$ cat config.mk
export PLATFORM = sky130hd
export DESIGN_NAME = mem_arbiter
export DESIGN_NICKNAME = d
export VERILOG_FILES = /design/src/rtl/mem_arbiter_pkg.sv /design/src/rtl/mem_arbiter.sv
export SDC_FILE = /design/constraint.sdc
export NUM_CORES = 1
export LEC_CHECK = 0
export CAP_MARGIN = 20
export CORE_ASPECT_RATIO = 1.75
export CORE_MARGIN = 2
export CORE_UTILIZATION = 40
export CTS_BUF_LIST = sky130_fd_sc_hd__clkbuf_4 sky130_fd_sc_hd__clkbuf_8
export CTS_CLUSTER_DIAMETER = 150
export DETAILED_ROUTE_END_ITERATION = 16
export PLACE_DENSITY = 0.66
export SLEW_MARGIN = 20
export SYNTH_ARGS = -nofsm -noshare
export SYNTH_HDL_FRONTEND = slang
export SYNTH_SLANG_ARGS = --single-unit
$ cat constraint.sdc
create_clock -name clk -period 8.5 [get_ports clk]
set_input_delay 0.85 -clock clk [delete_from_list [all_inputs] [get_ports clk]]
set_output_delay 0.85 -clock clk [all_outputs]
set_load 0.02 [all_outputs]
$ cat src/rtl/mem_arbiter_pkg.sv
// -----------------------------------------------------------------------------
// mem_arbiter_pkg
//   Shared definitions for the byte-wide RAM port arbiter: access-size codes,
//   FSM state encoding, owner identifiers, common constants and small byte
//   lane helpers used when serialising stores and assembling loads.
// -----------------------------------------------------------------------------
package mem_arbiter_pkg;

  // Access size codes as presented on mem_size (3 is treated as a word).
  localparam logic [1:0] SizeByte = 2'd0;
  localparam logic [1:0] SizeHalf = 2'd1;
  localparam logic [1:0] SizeWord = 2'd2;

  // Arbiter FSM states.
  typedef enum logic [1:0] {
    StIdle = 2'd0,
    StBusy = 2'd1,
    StDone = 2'd2
  } state_e;

  localparam logic Enable  = 1'b1;
  localparam logic Disable = 1'b0;

  // Owner of the current grant.
  localparam logic OwnerIf  = 1'b0;
  localparam logic OwnerMem = 1'b1;

  localparam logic [31:0] ZeroWord = 32'd0;

  // Number of byte cycles for a MEM access size.
  function automatic logic [2:0] size_to_bytes(input logic [1:0] size);
    logic [2:0] n;
    case (size)
      SizeByte: n = 3'd1;
      SizeHalf: n = 3'd2;
      default:  n = 3'd4;
    endcase
    return n;
  endfunction

  // Select byte lane idx of a word.
  function automatic logic [7:0] pick_byte(input logic [31:0] w, input logic [1:0] idx);
    logic [7:0] b;
    case (idx)
      2'd0:    b = w[7:0];
      2'd1:    b = w[15:8];
      2'd2:    b = w[23:16];
      default: b = w[31:24];
    endcase
    return b;
  endfunction

  // Return w with byte lane idx replaced by b.
  function automatic logic [31:0] put_byte(input logic [31:0] w, input logic [1:0] idx,
                                           input logic [7:0] b);
    logic [31:0] r;
    r = w;
    case (idx)
      2'd0:    r[7:0]   = b;
      2'd1:    r[15:8]  = b;
      2'd2:    r[23:16] = b;
      default: r[31:24] = b;
    endcase
    return r;
  endfunction

endpackage

$ cat src/rtl/mem_arbiter.sv
// -----------------------------------------------------------------------------
// mem_arbiter
//   Shares one byte-wide synchronous RAM port between instruction fetch (IF)
//   and the MEM stage. One requester is granted at a time (MEM wins a tie) and
//   a 1/2/4-byte access is sequenced as back-to-back byte cycles. Load data is
//   assembled little-endian, zero-extended, and returned with a one-cycle done
//   pulse to the owner.
//
// Ports
//   clk, rst             rising-edge clock, synchronous active-high reset
//   if_req/if_addr       IF word-read request and byte address
//   if_data/if_done      fetched word (held) and completion pulse
//   mem_req/mem_we       MEM request, 1 = store
//   mem_size             0 byte, 1 half, 2/3 word
//   mem_addr/mem_wdata   MEM byte address and store data (low byte first)
//   mem_rdata/mem_done   load data (held) and completion pulse
//   ram_addr/ram_we      RAM byte address and write strobe
//   ram_wdata/ram_rdata  RAM write byte and read byte (one cycle after address)
//   busy_o               high whenever the arbiter is not idle
// -----------------------------------------------------------------------------
import mem_arbiter_pkg::*;

module mem_arbiter #(
  parameter int ADDR_W = 32
) (
  input  logic              clk,
  input  logic              rst,
  input  logic              if_req,
  input  logic [ADDR_W-1:0] if_addr,
  output logic [31:0]       if_data,
  output logic              if_done,
  input  logic              mem_req,
  input  logic              mem_we,
  input  logic [1:0]        mem_size,
  input  logic [ADDR_W-1:0] mem_addr,
  input  logic [31:0]       mem_wdata,
  output logic [31:0]       mem_rdata,
  output logic              mem_done,
  output logic [ADDR_W-1:0] ram_addr,
  output logic              ram_we,
  output logic [7:0]        ram_wdata,
  input  logic [7:0]        ram_rdata,
  output logic              busy_o
);

  state_e            state_r;
  logic [2:0]        cnt_r;      // byte index of the current BUSY cycle
  logic [2:0]        nbytes_r;   // 1, 2 or 4
  logic [ADDR_W-1:0] base_r;
  logic              we_r;
  logic [31:0]       wdata_r;
  logic              owner_r;
  logic [31:0]       asm_r;      // load bytes captured so far

  logic [2:0]        cnt_inc_s;
  logic              last_byte_s;
  logic [1:0]        idx_prev_s;
  logic [ADDR_W-1:0] next_addr_s;
  logic [7:0]        next_wbyte_s;

  // Helpers for the next byte cycle. The RAM-side outputs are registered, so
  // each BUSY edge prepares the address/data for the following cnt value.
  always_comb begin
    cnt_inc_s    = cnt_r + 3'd1;
    last_byte_s  = (cnt_r == (nbytes_r - 3'd1));
    // Read data arriving at cnt belongs to byte cnt-1 (cnt == 4 wraps to lane 3).
    idx_prev_s   = cnt_r[1:0] - 2'd1;
    next_addr_s  = base_r + ADDR_W'(cnt_inc_s);
    next_wbyte_s = pick_byte(wdata_r, cnt_inc_s[1:0]);
  end

  // Arbiter FSM with registered RAM-side, done, data and busy outputs.
  always_ff @(posedge clk) begin
    if (rst) begin
      state_r   <= StIdle;
      cnt_r     <= 3'd0;
      nbytes_r  <= 3'd0;
      base_r    <= {ADDR_W{1'b0}};
      we_r      <= Disable;
      wdata_r   <= ZeroWord;
      owner_r   <= OwnerIf;
      asm_r     <= ZeroWord;
      if_data   <= ZeroWord;
      if_done   <= Disable;
      mem_rdata <= ZeroWord;
      mem_done  <= Disable;
      ram_addr  <= {ADDR_W{1'b0}};
      ram_we    <= Disable;
      ram_wdata <= 8'd0;
      busy_o    <= Disable;
    end else begin
      case (state_r)
        StIdle: begin
          if_done  <= Disable;
          mem_done <= Disable;
          cnt_r    <= 3'd0;
          asm_r    <= ZeroWord;
          if (mem_req) begin
            // MEM has priority; a simultaneous IF request stays pending.
            state_r   <= StBusy;
            owner_r   <= OwnerMem;
            base_r    <= mem_addr;
            we_r      <= mem_we;
            nbytes_r  <= size_to_bytes(mem_size);
            wdata_r   <= mem_wdata;
            ram_addr  <= mem_addr;
            ram_we    <= mem_we;
            ram_wdata <= mem_wdata[7:0];
            busy_o    <= Enable;
          end else if (if_req) begin
            state_r   <= StBusy;
            owner_r   <= OwnerIf;
            base_r    <= if_addr;
            we_r      <= Disable;
            nbytes_r  <= 3'd4;
            wdata_r   <= ZeroWord;
            ram_addr  <= if_addr;
            ram_we    <= Disable;
            ram_wdata <= 8'd0;
            busy_o    <= Enable;
          end else begin
            ram_addr  <= {ADDR_W{1'b0}};
            ram_we    <= Disable;
            ram_wdata <= 8'd0;
            busy_o    <= Disable;
          end
        end

        StBusy: begin
          if (we_r) begin
            if (last_byte_s) begin
              // Final byte strobed this cycle; finish without a trailing cycle.
              state_r   <= StDone;
              ram_addr  <= {ADDR_W{1'b0}};
              ram_we    <= Disable;
              ram_wdata <= 8'd0;
              if_done   <= (owner_r == OwnerIf);
              mem_done  <= (owner_r == OwnerMem);
            end else begin
              cnt_r     <= cnt_inc_s;
              ram_addr  <= next_addr_s;
              ram_we    <= Enable;
              ram_wdata <= next_wbyte_s;
            end
          end else if (cnt_r == nbytes_r) begin
            // Trailing cycle: last read byte arrives with no address driven.
            state_r <= StDone;
            if (owner_r == OwnerMem) begin
              mem_rdata <= put_byte(asm_r, idx_prev_s, ram_rdata);
              mem_done  <= Enable;
            end else begin
              if_data <= put_byte(asm_r, idx_prev_s, ram_rdata);
              if_done <= Enable;
            end
          end else begin
            cnt_r <= cnt_inc_s;
            if (cnt_r != 3'd0) begin
              asm_r <= put_byte(asm_r, idx_prev_s, ram_rdata);
            end else begin
              asm_r <= asm_r;
            end
            if (last_byte_s) begin
              ram_addr  <= {ADDR_W{1'b0}};
              ram_we    <= Disable;
              ram_wdata <= 8'd0;
            end else begin
              ram_addr  <= next_addr_s;
              ram_we    <= we_r;
              ram_wdata <= next_wbyte_s;
            end
          end
        end

        StDone: begin
          state_r   <= StIdle;
          if_done   <= Disable;
          mem_done  <= Disable;
          ram_addr  <= {ADDR_W{1'b0}};
          ram_we    <= Disable;
          ram_wdata <= 8'd0;
          busy_o    <= Disable;
        end

        default: begin
          state_r   <= StIdle;
          cnt_r     <= 3'd0;
          if_done   <= Disable;
          mem_done  <= Disable;
          ram_addr  <= {ADDR_W{1'b0}};
          ram_we    <= Disable;
          ram_wdata <= 8'd0;
          busy_o    <= Disable;
        end
      endcase
    end
  end

endmodule

==> metrics.csv <==
stage,metric,value,unit
worst_setup_path,worstPathMaxFanout,13,
clock_tree,cts_root_buffer,clkbuf_8,
power_and_ir_drop,power.density,216.7,nW/um^2
clock_tree,clk_pin_slew,0.07,ns
synthesis,yosys-top-cells-area,"dfxtp_1, nor2_1, mux2i_1",
sta,slew_violations,0,
final_layout,fill_cells,2134,
route,drtIter0Drc,544,
die,die_h,205.9,microns
global_routing,grt_pass1_wl,42.23,mm
worst_setup_path,required,8.90,ns
die,num_rows,73,
route,wirelength,26.61,mm
global_routing,grt_pass1_vias,8069,
sta,setup_viol,0,
global_routing,grtUsageTotal,21.08,%
final_layout,fin_util,54.26,%
worst_setup_path,critPathCaptureType,register,
clock_tree,cts_resized,0,
synthesis,synth_cell_types,62,
die,io_pins,219,
sta,worst_hold_slack,0.4585,ns
synthesis,ys_warn_count,0,
global_routing,antenna_found_initial,0,
route,drc,0,
place,dpl.hpwl,18.76,mm
clock_tree,cts.sinks,214,
synthesis,synth-edff-count,0,
clock_tree,cts.path.max_buffers,3,
clock_tree,cts_setup_buffers,0,
die,start_util,40.81,%
die,core,22830,sq um
synthesis,syn_inst,1050,
clock_tree,ctsHoldBuffers,0,
route,ant_nets,0,
synthesis,synth_area,9318,sq um
die,die_w,119.4,microns
worst_setup_path,cp-start-kind,register,
route,vias,8383,
synthesis,ys.flop_type,dfxtp_1,
clock_tree,clock_latency,0.49,ns
worst_setup_path,critPathArrivalTime,3.74,ns
synthesis,synth_nets,1173,
synthesis,synthTopCellsByCount,"dfxtp_1, nor2_1, a21oi_1",
global_routing,grt.overflow.total,0,
place,port_buffers,218,
clock_tree,tritoncts,built,
sta,finalHoldViolCount,0,
sta,fin_setup_tns,0,ns
synthesis,synth_top_area_share,45.98,%
route,dr.pass1.iters,5,
final_layout,area_growth,32.97,%
place,gp_congestion,0.8548,
sta,fin_crit_sh,39.30,%
synthesis,async_flop_share,0,%
power_and_ir_drop,leakagePower,4.455,nW
final_layout,fin_nets,1346,
status,status,"finished, final reports clean",
power_and_ir_drop,ir_worst_vdd,100.0,uV
sta,maxSlewHeadroom,31.20,%
sta,max_freq,0.2993,GHz
synthesis,yosys.area.top_type,dfxtp_1,
die,dieArea,24580,sq um
clock_tree,cts_buffers,34,
sta,tightest_slew,1.032,ns
sta,skew,0.01072,ns
synthesis,avgSynthCellArea,8.874,sq um
synthesis,synth-seq-cells,214,
worst_setup_path,path_class,register to register,
route,routedWlPerCell,17.18,microns
hold_path,hold_class,register to register,
job,cap_violations,0,
clock_tree,h-tree-depth,2,
sta,fin_crit,3.341,ns
global_routing,grt_max_degree,102,
final_layout,drive_above_1_share,6.971,%
sta,rsz0062_at_grt,false,
synthesis,yosysMostFrequentCell,dfxtp_1,
route,vias_per_cell,5.412,
synthesis,synth_seq_area_share,45.98,%
==> worst max-delay path: stages (launching register included) <==
cell and delay (ns):
dfxtp_1 0.49, ha_1 0.67, xor2_1 0.18, ha_1 0.41, o211ai_1 0.16, nor3_1 0.38, nand2_1 0.20, or4_1 0.49
a311oi_1 0.26
==> routing by layer <==
metal	share of wire (%)	vias up	global-route usage, %
met5	0	-	0
met4	3.3	0	7.479
met3	4.5	54	3.532
met2	53	225	39.86
met1	39	3922	23.60
li1	-	4182	-
==> flip-flops by register name, summed over array words and instances (netlist names) <==
| signal | count |
|---|---|
| asm_r | 32 |
| base_r | 32 |
| busy_o | 1 |
| cnt_r | 3 |
| if_data | 32 |
| if_done | 1 |
| mem_done | 1 |
| mem_rdata | 32 |
| nbytes_r | 3 |
| owner_r | 1 |
| ram_addr | 32 |
| ram_wdata | 8 |
| ram_we | 1 |
| state_r | 2 |
| wdata_r | 32 |
| we_r | 1 |
==> placed cells by master (no fill, tap or decap), types with 3 or more instances in the layout <==
master,Yosys,layout
inv_1,11,11
nor2b_1,3,3
nor2_1,175,174
nor4_1,10,10
a22oi_1,34,34
nor3_1,14,14
clkbuf_8,0,47
xnor2_1,9,9
nand4_1,12,12
mux2_2,4,4
a21oi_1,102,101
or3_1,3,3
a211oi_1,72,72
o21ai_0,26,26
a22o_1,34,34
clkdlybuf4s50_1,0,216
mux2i_1,62,62
nand2_1,50,50
and3_1,7,7
nand3_1,14,14
a222oi_1,9,9
buf_4,0,9
ha_1,11,11
or4_1,5,5
xor2_1,9,9
o22ai_1,4,4
clkbuf_4,0,8
o211ai_1,4,4
and2_1,5,5
clkinv_2,0,5
o31a_1,5,5
dfxtp_1,214,214
a311oi_1,9,9
==> report_power, final <==
group / internal, mW / switching (mW)
Combinational: 0.250 / 0.320
Sequential: 1.09 / 0.0676
Clock: 0.558 / 0.402
==> logic make-up (layout without fill, tap and decap cells) <==
logic type,after synthesis,count (layout),synth area share [%]
other,0,1,0
adders and majority gates,12,12,1.692
and+or+nand+nor,316,316,15.21
xor gates and xnor gates,19,19,1.934
buffers and inverters,102,300,4.472
AOI/OAI and AO/OA,321,321,23.57
DFF,214,214,45.98
muxes,66,66,7.144
==> path summary, 6_finish.rpt <==
check                               to  slack, ns               startpoint  depth (start not counted)
max          ram_addr[23]$_SDFFE_PP0P_       5.16    cnt_r[0]$_SDFFE_PP0P_                          8
min            wdata_r[3]$_SDFFE_PP0P_       0.46  wdata_r[3]$_SDFFE_PP0P_                          2
max reg2reg  ram_addr[23]$_SDFFE_PP0P_       5.16    cnt_r[0]$_SDFFE_PP0P_                          8
min reg2reg    wdata_r[3]$_SDFFE_PP0P_       0.46  wdata_r[3]$_SDFFE_PP0P_                          2
==> final cells by class <==
cell class	count	area [sq um]	share of cell area, %
Antenna cell	1	2.502	0.02020
Inverter	11	41.29	0.3333
Sequential cell	214	4284	34.58
Tap cell	300	375.4	3.030
Multi-Input combinational cell	734	4658	37.60
Timing Repair Buffer	228	2266	18.29
Clock buffer	55	706.9	5.706
Clock inverter	6	55.05	0.4444
==> metrics by stage <==
stage | instances | worst slack [ns] | total power, mW | instance area (sq um)
after CTS | 1547 | 5.162 | 2.708 | 12370
after global routing | 1548 | 4.887 | 2.809 | 12390
after global placement | 1486 | 5.279 | 1.740 | 11600
after detailed placement | 1486 | 5.160 | 1.746 | 11600
final | 1549 | 5.159 | 2.685 | 12390
after floorplan | 1050 | 5.554 | 1.501 | 9318
Note: power is estimated with default switching activity, not from simulation.
